[config.mk]
export PLATFORM = sky130hd
export DESIGN_NAME = seg_frame_decoder
export DESIGN_NICKNAME = d
export VERILOG_FILES = /design/src/rtl/seg_frame_decoder.sv
export SDC_FILE = /design/constraint.sdc
export NUM_CORES = 1
export LEC_CHECK = 0
export BUFFER_PORTS_ARGS = -buffer_cell sky130_fd_sc_hd__clkbuf_2
export CAP_MARGIN = 20
export CORE_MARGIN = 2
export CORE_UTILIZATION = 55
export DETAILED_ROUTE_END_ITERATION = 7
export MAX_ROUTING_LAYER = met4
export PLACE_DENSITY = 0.79
export RECOVER_POWER = 100
export SLEW_MARGIN = 20
export SYNTH_ARGS = -nofsm -noshare
export SYNTH_HDL_FRONTEND = slang
export SYNTH_SLANG_ARGS = --single-unit
[constraint.sdc]
create_clock -name clk -period 6.26 [get_ports clk]
set_input_delay 0 -clock clk [delete_from_list [all_inputs] [get_ports clk]]
set_output_delay 0 -clock clk [all_outputs]
set_load 0.02 [all_outputs]
[src/rtl/seg_frame_decoder.sv]
// Readback decoder for a multiplexed 7-segment bus: debounces each select/segment
// pair, decodes it to BCD and publishes complete 4-digit frames with a binary score.
module seg_frame_decoder #(
    parameter int STABLE_CYCLES = 4,
    parameter int NUM_DIGITS    = 4
) (
    input  logic                    clk,
    input  logic                    rst_n,
    input  logic [6:0]              seg_in,
    input  logic [NUM_DIGITS-1:0]   an_in,
    output logic [4*NUM_DIGITS-1:0] digits,
    output logic [13:0]             score,
    output logic                    frame_valid,
    output logic                    frame_err
);

    localparam int CNT_W = $clog2(STABLE_CYCLES);
    localparam int SMP_W = NUM_DIGITS + 7;

    typedef enum logic {
        SETTLE,
        HOLD
    } state_t;

    state_t                      state_q, state_d;
    logic [SMP_W-1:0]            smp_q, prev_q;
    logic [CNT_W-1:0]            cnt_q, cnt_d;
    logic                        accept;

    logic [NUM_DIGITS-1:0]       sel, wr_en, seen_q, seen_d, err_q, err_cur;
    logic [NUM_DIGITS-1:0][3:0]  cap_q, cap_cur;
    logic                        onehot, frame_done;
    logic [3:0]                  dec_val;
    logic                        dec_ok;

    logic [4*NUM_DIGITS-1:0]     digits_q;
    logic                        ferr_p_q, valid_p_q;
    logic [13:0]                 score_q, score_d;
    logic                        frame_err_q, frame_valid_q;

    // Stability filter: accept fires once, on the STABLE_CYCLES-th identical sample.
    always_comb begin
        state_d = state_q;
        cnt_d   = cnt_q;
        accept  = 1'b0;
        case (state_q)
            SETTLE: begin
                if (smp_q != prev_q) begin
                    cnt_d = '0;
                end else if (cnt_q == CNT_W'(STABLE_CYCLES - 2)) begin
                    accept  = 1'b1;
                    cnt_d   = CNT_W'(STABLE_CYCLES - 1);
                    state_d = HOLD;
                end else begin
                    cnt_d = cnt_q + 1'b1;
                end
            end
            HOLD: begin
                if (smp_q != prev_q) begin
                    cnt_d   = '0;
                    state_d = SETTLE;
                end
            end
            default: state_d = SETTLE;
        endcase
    end

    always_comb begin
        dec_ok  = 1'b1;
        dec_val = 4'hF;
        case (smp_q[6:0])
            7'b1111110: dec_val = 4'd0;
            7'b0110000: dec_val = 4'd1;
            7'b1101101: dec_val = 4'd2;
            7'b1111001: dec_val = 4'd3;
            7'b0110011: dec_val = 4'd4;
            7'b1011011: dec_val = 4'd5;
            7'b1011111: dec_val = 4'd6;
            7'b1110010: dec_val = 4'd7;
            7'b1111111: dec_val = 4'd8;
            7'b1111011: dec_val = 4'd9;
            default: begin
                dec_ok  = 1'b0;
                dec_val = 4'hF;
            end
        endcase
    end

    // Blank and multi-select pairs are dropped without touching any digit state.
    assign sel        = ~smp_q[SMP_W-1:7];
    assign onehot     = (sel != '0) && ((sel & (sel - 1'b1)) == '0);
    assign wr_en      = (accept && onehot) ? sel : '0;
    assign seen_d     = seen_q | wr_en;
    assign frame_done = (|wr_en) && (&seen_d);

    generate
        for (genvar gi = 0; gi < NUM_DIGITS; gi++) begin : g_digit
            assign cap_cur[gi] = wr_en[gi] ? dec_val : cap_q[gi];
            assign err_cur[gi] = wr_en[gi] ? ~dec_ok : err_q[gi];
        end
    endgenerate

    always_comb begin
        score_d = 14'(digits_q[15:12]) * 14'd1000
                + 14'(digits_q[11:8])  * 14'd100
                + 14'(digits_q[7:4])   * 14'd10
                + 14'(digits_q[3:0]);
        if (ferr_p_q) begin
            score_d = '0;
        end
    end

    always_ff @(posedge clk) begin
        if (!rst_n) begin
            state_q       <= SETTLE;
            smp_q         <= '0;
            prev_q        <= '0;
            cnt_q         <= '0;
            seen_q        <= '0;
            err_q         <= '0;
            cap_q         <= '0;
            digits_q      <= '0;
            ferr_p_q      <= 1'b0;
            valid_p_q     <= 1'b0;
            score_q       <= '0;
            frame_err_q   <= 1'b0;
            frame_valid_q <= 1'b0;
        end else begin
            state_q       <= state_d;
            smp_q         <= {an_in, seg_in};
            prev_q        <= smp_q;
            cnt_q         <= cnt_d;
            cap_q         <= cap_cur;
            seen_q        <= frame_done ? '0 : seen_d;
            err_q         <= frame_done ? '0 : err_cur;
            valid_p_q     <= frame_done;
            frame_valid_q <= valid_p_q;
            if (frame_done) begin
                digits_q <= cap_cur;
                ferr_p_q <= |err_cur;
            end
            if (valid_p_q) begin
                score_q     <= score_d;
                frame_err_q <= ferr_p_q;
            end
        end
    end

    assign digits      = digits_q;
    assign score       = score_q;
    assign frame_valid = frame_valid_q;
    assign frame_err   = frame_err_q;

endmodule

==> flow_summary_export.csv, run 1 <==
group,metric,value,unit
outcome,outcome,"finished, violations left",
outcome,violations,"capacitance limit, slew limit",
grt,grt_use_total,0.234,
place,place_congestion,0.946,
sta,fin_crit_sh,0.794,
clock_tree,post_cts_buffers,0,
setup_path,cpPeakStageDelay,0.61,ns
power_and_ir_drop,leakage,2.36,nW
layout,fin_util,0.621,
die,die_area,9690,um^2
setup_path,r2r_slack,1.29,ns
logic_synthesis,yosysSeqAreaShare,0.339,
layout,drive_gt1_frac,0.0551,
layout,seqCellArea,1660,um^2
run,cap_viol_max_count,3,
worst_hold_path,hold_path.class,"input port to flip-flop",
grt,first_global_vias,3908,
layout,syn2layout_area_growth,9.74,%
setup_path,worst_path_dominant_cell_family,"adder cells",
setup_path,crit_top_cell,"ha_1",
die,dieHeight,98.5,um
logic_synthesis,netlist_instances,536,
place,placed_area,5150,um^2
layout,diodes,0,
grt,grt_pass1_wl,18100,um
setup_path,critPathBufInv,2,
clock_tree,cts_max_level,3,
die,start_util,0.565,
grt,grt_max_degree,42,
place,dp_slack,1.31,ns
logic_synthesis,synth_cell_types,56,
setup_path,cp.arrival,5.19,ns
setup_path,path_cells,"fa_1 -> inv_1 -> fa_1 -> inv_1 -> ha_1 -> nor2b_1 -> o21ai_0 -> nand2b_1 -> xnor2_1 -> ha_1 -> ha_1 -> ha_1 -> a21o_1 -> a2111oi_0 -> a221o_1 -> xnor2_1 -> xnor2_1 -> o21ai_0",
power_and_ir_drop,vdd_drop_max,113,uV
clock_tree,numCtsBuffers,9,
die,rows,34,
clock_tree,cts_tree,"yes",
setup_path,reg2regPathDepth,18,
layout,fillers,783,
sta,setup_viol,0,
place,io_buffers,44,
setup_path,worst-path-max-fanout,10,
setup_path,r2r-start,"digits[14]$_SDFFE_PN0P_",
drt,wire_per_inst,15.1,um
clock_tree,cts_buffer_depth,2,
clock_tree,clk_pin_slew,0.10,ns
grt,grt_overflow_total,0,
sta,timing.fmax,201,MHz
sta,setup_tns,0,ns
setup_path,critPathCaptureType,"flip-flop",
layout,nets,658,
sta,slew_headroom,-0.124,
grt,antenna_found_initial,0,
worst_hold_path,min_from,"an_in[1]",
clock_tree,clk_latency,0.36,ns
sta,period_needed,4.97,ns
die,boundaryPins,45,
sta,setup_slack,1.29,ns
sta,hold_violations,0,
sta,worstMarginPinSlew,1.68,ns
drt,drc,0,
logic_synthesis,synth_ff_type,"dfxtp_1",
clock_tree,cts_root_buf,"clkbuf_8",
drt,first_pass_iters,4,
logic_synthesis,synth-seq-cells,83,
sta,maxSlewViolCount,64,
logic_synthesis,syn_area,4910,um^2
drt,ant_nets,0,
die,die_w,98.5,um
die,core_area,8680,um^2
logic_synthesis,synth_edf_count,0,
layout,postLayoutCellArea,5390,um^2
worst_hold_path,min_path_cells,3,
layout,layout_commonest_cell,"dfxtp_1",
setup_path,r2r-end,"score[13]$_SDFFE_PN0P_",
drt,vias,3836,
drt,wl,10400,um
setup_path,worstPathRequired,6.48,ns
power_and_ir_drop,p_per_area,183,nW/um^2
setup_path,worstSetupPathType,"flip-flop to flip-flop",
logic_synthesis,synth_nets,618,
logic_synthesis,async_reset_ff_frac,0,
logic_synthesis,syn_area_per_cell,9.16,um^2
layout,layout_common_cells,"dfxtp_1 (83), nor2_1 (57), ha_1 (52)",
sta,rsz0062_at_grt,"no",
place,place_hpwl,7770,um
setup_path,startpoint_type,"flip-flop",
drt,vias_per_cell,5.57,
drt,dr.first_iter.drc_count,171,
clock_tree,cts_sinks,83,
sta,finalClockSkew,0.0227,ns
layout,multi_input_area,2930,um^2
setup_path,slowest_stage,"fa_1",
logic_synthesis,ys.warnings.count,0,
worst_hold_path,holdPathEnd,"smp_q[8]$_SDFF_PN0_",
==> worst reg2reg max path, stage by stage (launching register included) <==
cell and delay (ns):
dfxtp_1 0.42, fa_1 0.61, inv_1 0.11, fa_1 0.51, inv_1 0.04, ha_1 0.33, nor2b_1 0.15, o21ai_0 0.15
nand2b_1 0.11, xnor2_1 0.14, ha_1 0.30, ha_1 0.30, ha_1 0.41, a21o_1 0.23, a2111oi_0 0.46, a221o_1 0.24
xnor2_1 0.13, xnor2_1 0.14, o21ai_0 0.08
==> Yosys cell counts (2+ instances only) <==
cell type	number	area, um^2
a2111oi_0	2	17.5
a211oi_1	6	45.0
a21o_1	6	45.0
a21oi_1	36	180
a31oi_1	2	12.5
and2_1	26	163
and3_1	2	12.5
buf_2	9	45.0
clkbuf_1	15	56.3
dfxtp_1	83	1660
fa_1	17	340
ha_1	52	651
inv_1	43	161
mux2i_1	19	190
nand2_1	27	101
nand2b_1	8	50.1
nand3_1	2	10.0
nand4_1	2	12.5
nand4bb_1	2	22.5
nor2_1	56	210
nor2b_1	13	81.3
nor3_1	5	25.0
nor3b_1	4	30.0
nor4_1	3	18.8
nor4b_1	2	17.5
o21ai_0	12	60.1
o21bai_1	2	15.0
o22ai_1	11	68.8
o31ai_1	3	22.5
o41ai_1	2	17.5
or2_2	3	18.8
or3_1	3	18.8
or4_1	6	45.0
xnor2_1	25	219
xor2_1	6	52.6
==> area by class of cell <==
cell class,instances,share of cell area
inverter,43,0.0300
multi-input combinational,384,0.545
clock inverter,7,0.0149
clock buffer,9,0.0230
sequential,83,0.309
tap,108,0.0251
timing repair buffer,55,0.0537
==> sequential cells by signal, indices dropped and copies added, names as in the netlist <==
signal,flops
score,14
cap_q,16
err_q,4
valid_p_q,1
digits,16
smp_q,11
cnt_q,2
frame_valid,1
prev_q,11
state_q,1
frame_err,1
ferr_p_q,1
seen_q,4
==> how the worst max path moves through the flow <==
stage                             from                     end  cells after the start
6_report       digits[14]$_SDFFE_PN0P_  score[13]$_SDFFE_PN0P_                     18
5_1_grt        digits[14]$_SDFFE_PN0P_  score[13]$_SDFFE_PN0P_                     18
4_1_cts        digits[14]$_SDFFE_PN0P_  score[13]$_SDFFE_PN0P_                     18
3_5_place_dp   digits[14]$_SDFFE_PN0P_  score[13]$_SDFFE_PN0P_                     18
3_3_place_gp   digits[14]$_SDFFE_PN0P_  score[13]$_SDFFE_PN0P_                     18
2_1_floorplan  digits[14]$_SDFFE_PN0P_  score[13]$_SDFFE_PN0P_                     19
==> cells by family after synthesis <==
group	Yosys count	synth area share
buffers and inverters	69	0.0566
muxes	19	0.0388
DFF	83	0.339
adders and majority gates	69	0.202
xor gates and xnor gates	31	0.0553
AOI/OAI and AO/OA	91	0.115
and+or+nand+nor	174	0.194
==> metal layers <==
layer  routed length, um  up-vias  track usage
li1                    -     1902            -
met1                4560     1839        0.277
met2                5230       81        0.406
met3                 446       14       0.0504
met4                 150        0       0.0601
met5                   0        -            -
==> where the power goes <==
| part | switching, mW | internal (mW) |
|---|---|---|
| logic | 0.0244 | 0.0202 |
| registers | 0.0102 | 0.534 |
| clock network | 0.207 | 0.191 |
==> metrics by stage <==
stage / hold slack (ns) / cells / power [mW]
2_1_floorplan: 0.127 / 536 / 0.587
3_3_place_gp: 0.206 / 662 / 0.596
3_5_place_dp: 0.211 / 662 / 0.597
4_1_cts: 0.377 / 689 / 0.996
5_1_grt: 0.374 / 689 / 1.02
6_report: 0.385 / 689 / 0.986
==> what timing repair did <==
action | 4_1_cts | 5_1_grt
endpoints found under the hold margin | 11 | 0
hold buffers | 11 | 0
resized for setup | 0 | 0
No activity file was read; power rests on OpenSTA's default activity.
==> run 2: changes to the inputs <==
==> constraint.sdc (replaced) <==
create_clock -name clk -period 5.05 [get_ports clk]
set_input_delay 0 -clock clk [delete_from_list [all_inputs] [get_ports clk]]
set_output_delay 0 -clock clk [all_outputs]
set_load 0.02 [all_outputs]
==> run 2 against run 1 <==
Compared with the run above: the run still ends with capacitance limit, slew limit left; total power increased by 24%; final cell count increased by 0.29%; clock-buffer cell count increased by 1; non-clock buffer count increased by 2; hold slack got worse by 0.016 ns; clock power increased by 24%; critical endpoint is now score[11]$_SDFFE_PN0P_; largest power group unchanged.
==> flow_summary_export.csv, run 2 (synthesis results as in run 1) <==
group,metric,value,unit
outcome,outcome,"finished, violations left",
outcome,violations,"capacitance limit, slew limit",
power_and_ir_drop,seqPwrFrac,0.553,
die,start_util,0.565,
clock_tree,clk_pin_slew,0.09,ns
power_and_ir_drop,combPwrFrac,0.045,
sta,finalClockSkew,0.0123,ns
power_and_ir_drop,internal_power,0.920,mW
setup_path,slowest_stage,"a2111oi_0",
sta,fin_hold_ws,0.370,ns
power_and_ir_drop,clkPwrFrac,0.403,
layout,fillers,762,
setup_path,startpoint_type,"flip-flop",
power_and_ir_drop,swShare,0.246,
setup_path,worst-path-max-fanout,6,
drt,vias,3838,
sta,rsz0062_at_grt,"no",
sta,slew_headroom,-0.0488,
clock_tree,cts_sinks,83,
die,dieHeight,98.5,um
grt,first_global_vias,3808,
clock_tree,cts_root_buf,"clkbuf_8",
sta,setup_tns,0,ns
setup_path,worstPathRequired,5.29,ns
power_and_ir_drop,switchingPower,0.300,mW
grt,grt_overflow_total,0,
sta,maxSlewViolCount,42,
die,core_area,8680,um^2
clock_tree,cts_tree,"yes",
die,die_area,9690,um^2
setup_path,cpPeakStageDelay,0.74,ns
die,die_w,98.5,um
place,place_hpwl,7690,um
setup_path,worstSetupPathType,"flip-flop to flip-flop",
setup_path,critPathCaptureType,"flip-flop",
layout,diodes,0,
grt,antenna_found_initial,0,
die,boundaryPins,45,
grt,grt_use_total,0.232,
worst_hold_path,hold_path.class,"input port to flip-flop",
run,cap_viol_max_count,1,
layout,nets,660,
power_and_ir_drop,vdd_drop_max,141,uV
die,rows,34,
sta,period_needed,4.76,ns
grt,grt_max_degree,42,
drt,vias_per_cell,5.55,
setup_path,path_cells,"ha_1 -> fa_1 -> inv_1 -> fa_1 -> inv_1 -> fa_1 -> ha_1 -> ha_1 -> and3_1 -> a2111oi_0 -> o21bai_1 -> a21oi_1 -> xor2_1 -> o21ai_0",
layout,layout_common_cells,"dfxtp_1 (83), nor2_1 (57), ha_1 (51)",
clock_tree,post_cts_buffers,0,
grt,grt_pass1_wl,17800,um
setup_path,cp.arrival,5.00,ns
sta,hold_violations,0,
drt,wire_per_inst,14.6,um
clock_tree,numCtsBuffers,9,
layout,syn2layout_area_growth,10.2,%
sta,timing.fmax,210,MHz
power_and_ir_drop,leakage,2.36,nW
drt,first_pass_iters,4,
clock_tree,cts_max_level,3,
drt,wl,10100,um
sta,fin_crit_sh,0.943,
sta,worstMarginPinSlew,1.57,ns
power_and_ir_drop,p_per_area,226,nW/um^2
place,io_buffers,44,
drt,dr.first_iter.drc_count,110,
drt,drc,0,
drt,ant_nets,0,
sta,setup_viol,0,
clock_tree,cts_buffer_depth,2,
layout,layout_commonest_cell,"dfxtp_1",
layout,drive_gt1_frac,0.0583,
clock_tree,clk_latency,0.37,ns
place,place_congestion,0.943,
run 2: path summary, 6_finish.rpt:
check / from / end / slack, ns / cells after the start
hold / removal: an_in[1] / smp_q[8]$_SDFF_PN0_ / 0.37 / 3
hold reg to reg: seen_q[0]$_SDFF_PP0_ / seen_q[0]$_SDFF_PP0_ / 0.47 / 2
setup reg to reg: digits[13]$_SDFFE_PN0P_ / score[11]$_SDFFE_PN0P_ / 0.29 / 14
setup / recovery: digits[13]$_SDFFE_PN0P_ / score[11]$_SDFFE_PN0P_ / 0.29 / 14
run 2: area by class of cell:
type	count	area [um^2]	area share
timing repair buffer	57	298	0.0550
multi-input combinational	384	2960	0.546
clock buffer	10	128	0.0236
sequential	83	1660	0.307
tap	108	135	0.0250
clock inverter	6	71.3	0.0132
inverter	43	161	0.0298
run 2: metrics by stage:
step | setup WS (ns) | power, mW | std cells | area (um^2) | utilization
floorplan | 0.351 | 0.728 | 536 | 4910 | -
global placement | 0.370 | 0.738 | 664 | 5160 | 0.595
detailed placement | 0.150 | 0.740 | 664 | 5160 | 0.595
CTS | 0.114 | 1.23 | 691 | 5470 | 0.630
global route | 0.0245 | 1.26 | 691 | 5410 | 0.623
finish | 0.289 | 1.22 | 691 | 5410 | 0.623
run 2: critical path, delay by kind of cell (launching register included):
kind,cells,cell delay [ns]
buf+inv,2,0.13
fa+ha+maj,6,2.54
simple gates,1,0.22
xor+xnor,1,0.16
compound gates,4,1.14
flops,1,0.46
run 2: power groups by stage:
stage	Clock (mW)	Sequential, mW	Combinational [mW]
final	0.491	0.675	0.0545
after global routing	0.527	0.676	0.0616
after CTS	0.498	0.675	0.0572
after detailed placement	0	0.690	0.0501
after global placement	0	0.690	0.0484
after floorplan	0	0.680	0.0481
run 2: metal layers:
layer,global-route usage,wire length (um),vias to the layer above
met5,-,0,-
li1,-,-,1896
met2,0.388,5010,72
met1,0.285,4500,1849
met3,0.0461,395,21
met4,0.0695,174,0
run 2: repair_timing:
action                                  in CTS  in global routing
hold endpoints to repair                    11                  0
gates resized for setup                      0                  5
hold buffers                                11                  0
endpoints found under the setup margin       0                  1
==> run 3: changes to the inputs <==
--- a/config.mk
+++ b/config.mk
@@ -7,6 +7,7 @@
 export LEC_CHECK = 0
 export BUFFER_PORTS_ARGS = -buffer_cell sky130_fd_sc_hd__clkbuf_2
 export CAP_MARGIN = 20
+export CORE_ASPECT_RATIO = 0.7
 export CORE_MARGIN = 2
 export CORE_UTILIZATION = 55
 export DETAILED_ROUTE_END_ITERATION = 7
==> run 3 against run 2 <==
Compared with the run above: the flow still finishes with violations (capacitance limit, slew limit); clock skew shrank 0.0052 ns; critical path depth grew 4; sequential cell count is the same; combinational power grew 5.3%; final area grew 1.8%; clock power grew 32%; total power grew 13%; highest routed layer unchanged.
==> flow_summary_export.csv, run 3 (synthesis results as in run 1) <==
group,metric,value,unit
drt,drc,0,
setup_path,worstSetupPathType,"flip-flop to flip-flop",
setup_path,startpoint_type,"flip-flop",
sta,timing.fmax,210,MHz
grt,grt_use_total,0.248,
sta,slew_headroom,-0.285,
grt,first_global_vias,3714,
die,boundaryPins,45,
clock_tree,cts_root_buf,"clkbuf_16",
setup_path,cpPeakStageDelay,0.62,ns
outcome,outcome,"finished, violations left",
clock_tree,cts_buffer_depth,2,
place,dp_slack,0.104,ns
drt,first_pass_iters,5,
sta,setup_viol,0,
drt,wl,11200,um
run,cap_viol_max_count,3,
grt,antenna_found_initial,0,
setup_path,critPathCaptureType,"flip-flop",
sta,setup_slack,0.280,ns
clock_tree,clk_pin_slew,0.07,ns
layout,layout_commonest_cell,"dfxtp_1",
sta,worstMarginPinSlew,1.91,ns
setup_path,slowest_stage,"fa_1",
clock_tree,numCtsBuffers,9,
power_and_ir_drop,p_per_area,250,nW/um^2
layout,syn2layout_area_growth,12.2,%
sta,fin_crit_sh,0.945,
sta,hold_violations,0,
grt,grt_max_degree,42,
die,dieHeight,83.0,um
setup_path,worstPathRequired,5.26,ns
clock_tree,cts_sinks,83,
die,rows,28,
setup_path,worst-path-max-fanout,10,
sta,maxSlewViolCount,64,
layout,nets,660,
place,io_buffers,44,
layout,drive_gt1_frac,0.0600,
die,die_area,9710,um^2
power_and_ir_drop,vdd_drop_max,208,uV
sta,setup_tns,0,ns
clock_tree,cts_tree,"yes",
worst_hold_path,hold_path.class,"input port to flip-flop",
drt,vias,3875,
layout,fillers,692,
layout,diodes,0,
setup_path,cp.arrival,4.98,ns
drt,ant_nets,0,
die,die_w,117,um
place,place_congestion,0.870,
die,core_area,8550,um^2
power_and_ir_drop,power,1.38,mW
drt,dr.first_iter.drc_count,225,
drt,wire_per_inst,15.9,um
outcome,violations,"capacitance limit, slew limit",
power_and_ir_drop,leakage,2.41,nW
sta,period_needed,4.77,ns
place,place_hpwl,8010,um
sta,rsz0062_at_grt,"no",
grt,grt_pass1_wl,18600,um
clock_tree,cts_max_level,3,
die,start_util,0.574,
drt,vias_per_cell,5.51,
clock_tree,clk_latency,0.34,ns
layout,layout_common_cells,"dfxtp_1 (83), nor2_1 (57), ha_1 (51)",
clock_tree,post_cts_buffers,0,
setup_path,path_cells,"fa_1 -> inv_1 -> fa_1 -> inv_1 -> ha_1 -> nor2b_1 -> o21ai_0 -> nand2b_1 -> xnor2_1 -> ha_1 -> ha_1 -> ha_2 -> a21o_1 -> a2111oi_2 -> a221o_1 -> xnor2_1 -> xnor2_1 -> o21ai_0",
grt,grt_overflow_total,0,
sta,finalClockSkew,0.00717,ns
## run 3: cell count changes in the layout (fill, tap and decap cells not counted), moves of 2 or more
cell        delta
clkbuf_8       -8
clkinvlp_4     -2
clkbuf_16      +9
inv_6          +2
## run 3: final cells by class
type | instances | area [um^2] | area share
Multi-Input combinational cell | 384 | 2940 | 0.534
Clock buffer | 10 | 239 | 0.0434
Timing Repair Buffer | 57 | 298 | 0.0541
Clock inverter | 6 | 55.1 | 0.0100
Tap cell | 120 | 150 | 0.0273
Inverter | 43 | 161 | 0.0293
Sequential cell | 83 | 1660 | 0.302
## run 3: path summary, 6_finish.rpt
kind	startpoint	end	slack, ns	cells past startpoint
max	digits[13]$_SDFFE_PN0P_	score[13]$_SDFFE_PN0P_	0.28	18
min	seg_in[4]	smp_q[4]$_SDFF_PN0_	0.40	3
max reg2reg	digits[13]$_SDFFE_PN0P_	score[13]$_SDFFE_PN0P_	0.28	18
min reg2reg	seen_q[2]$_SDFF_PP0_	seen_q[2]$_SDFF_PP0_	0.46	2
## run 3: layer usage
layer / wire length, um / share of wire / track usage
met3: 664 / 0.060 / 0.0547
met2: 4850 / 0.44 / 0.353
met1: 5520 / 0.49 / 0.365
met5: 0 / 0 / -
met4: 114 / 0.010 / 0.0449
## run 3: repair_timing
| action | CTS | global route |
|---|---|---|
| hold buffers | 11 | 0 |
| hold endpoints to repair | 11 | 0 |
| setup endpoints to repair | 0 | 1 |
| gates resized for setup | 0 | 3 |
## run 3: per-stage QoR
stage               cell area, um^2  cells  hold slack (ns)   util
global placement               5180    676            0.205  0.606
CTS                            5580    703            0.386  0.653
finish                         5510    703            0.405  0.644
global route                   5510    703            0.412  0.644
floorplan                      4910    536            0.127      -
detailed placement             5180    676            0.210  0.606
## run 3: power by group
| part | internal [mW] | switching (mW) |
|---|---|---|
| sequential | 0.663 | 0.0123 |
| clock | 0.358 | 0.289 |
| combinational | 0.0253 | 0.0321 |
| total | 1.05 | 0.333 |
## run 3: critical path: cells and delay by family (launching register included)
family / cells / cell delay [ns]
and+or+nand+nor: 2 / 0.26
xor gates and xnor gates: 3 / 0.40
AOI/OAI and AO/OA: 5 / 1.05
buffers and inverters: 2 / 0.15
DFF: 1 / 0.38
adders and majority gates: 6 / 2.41
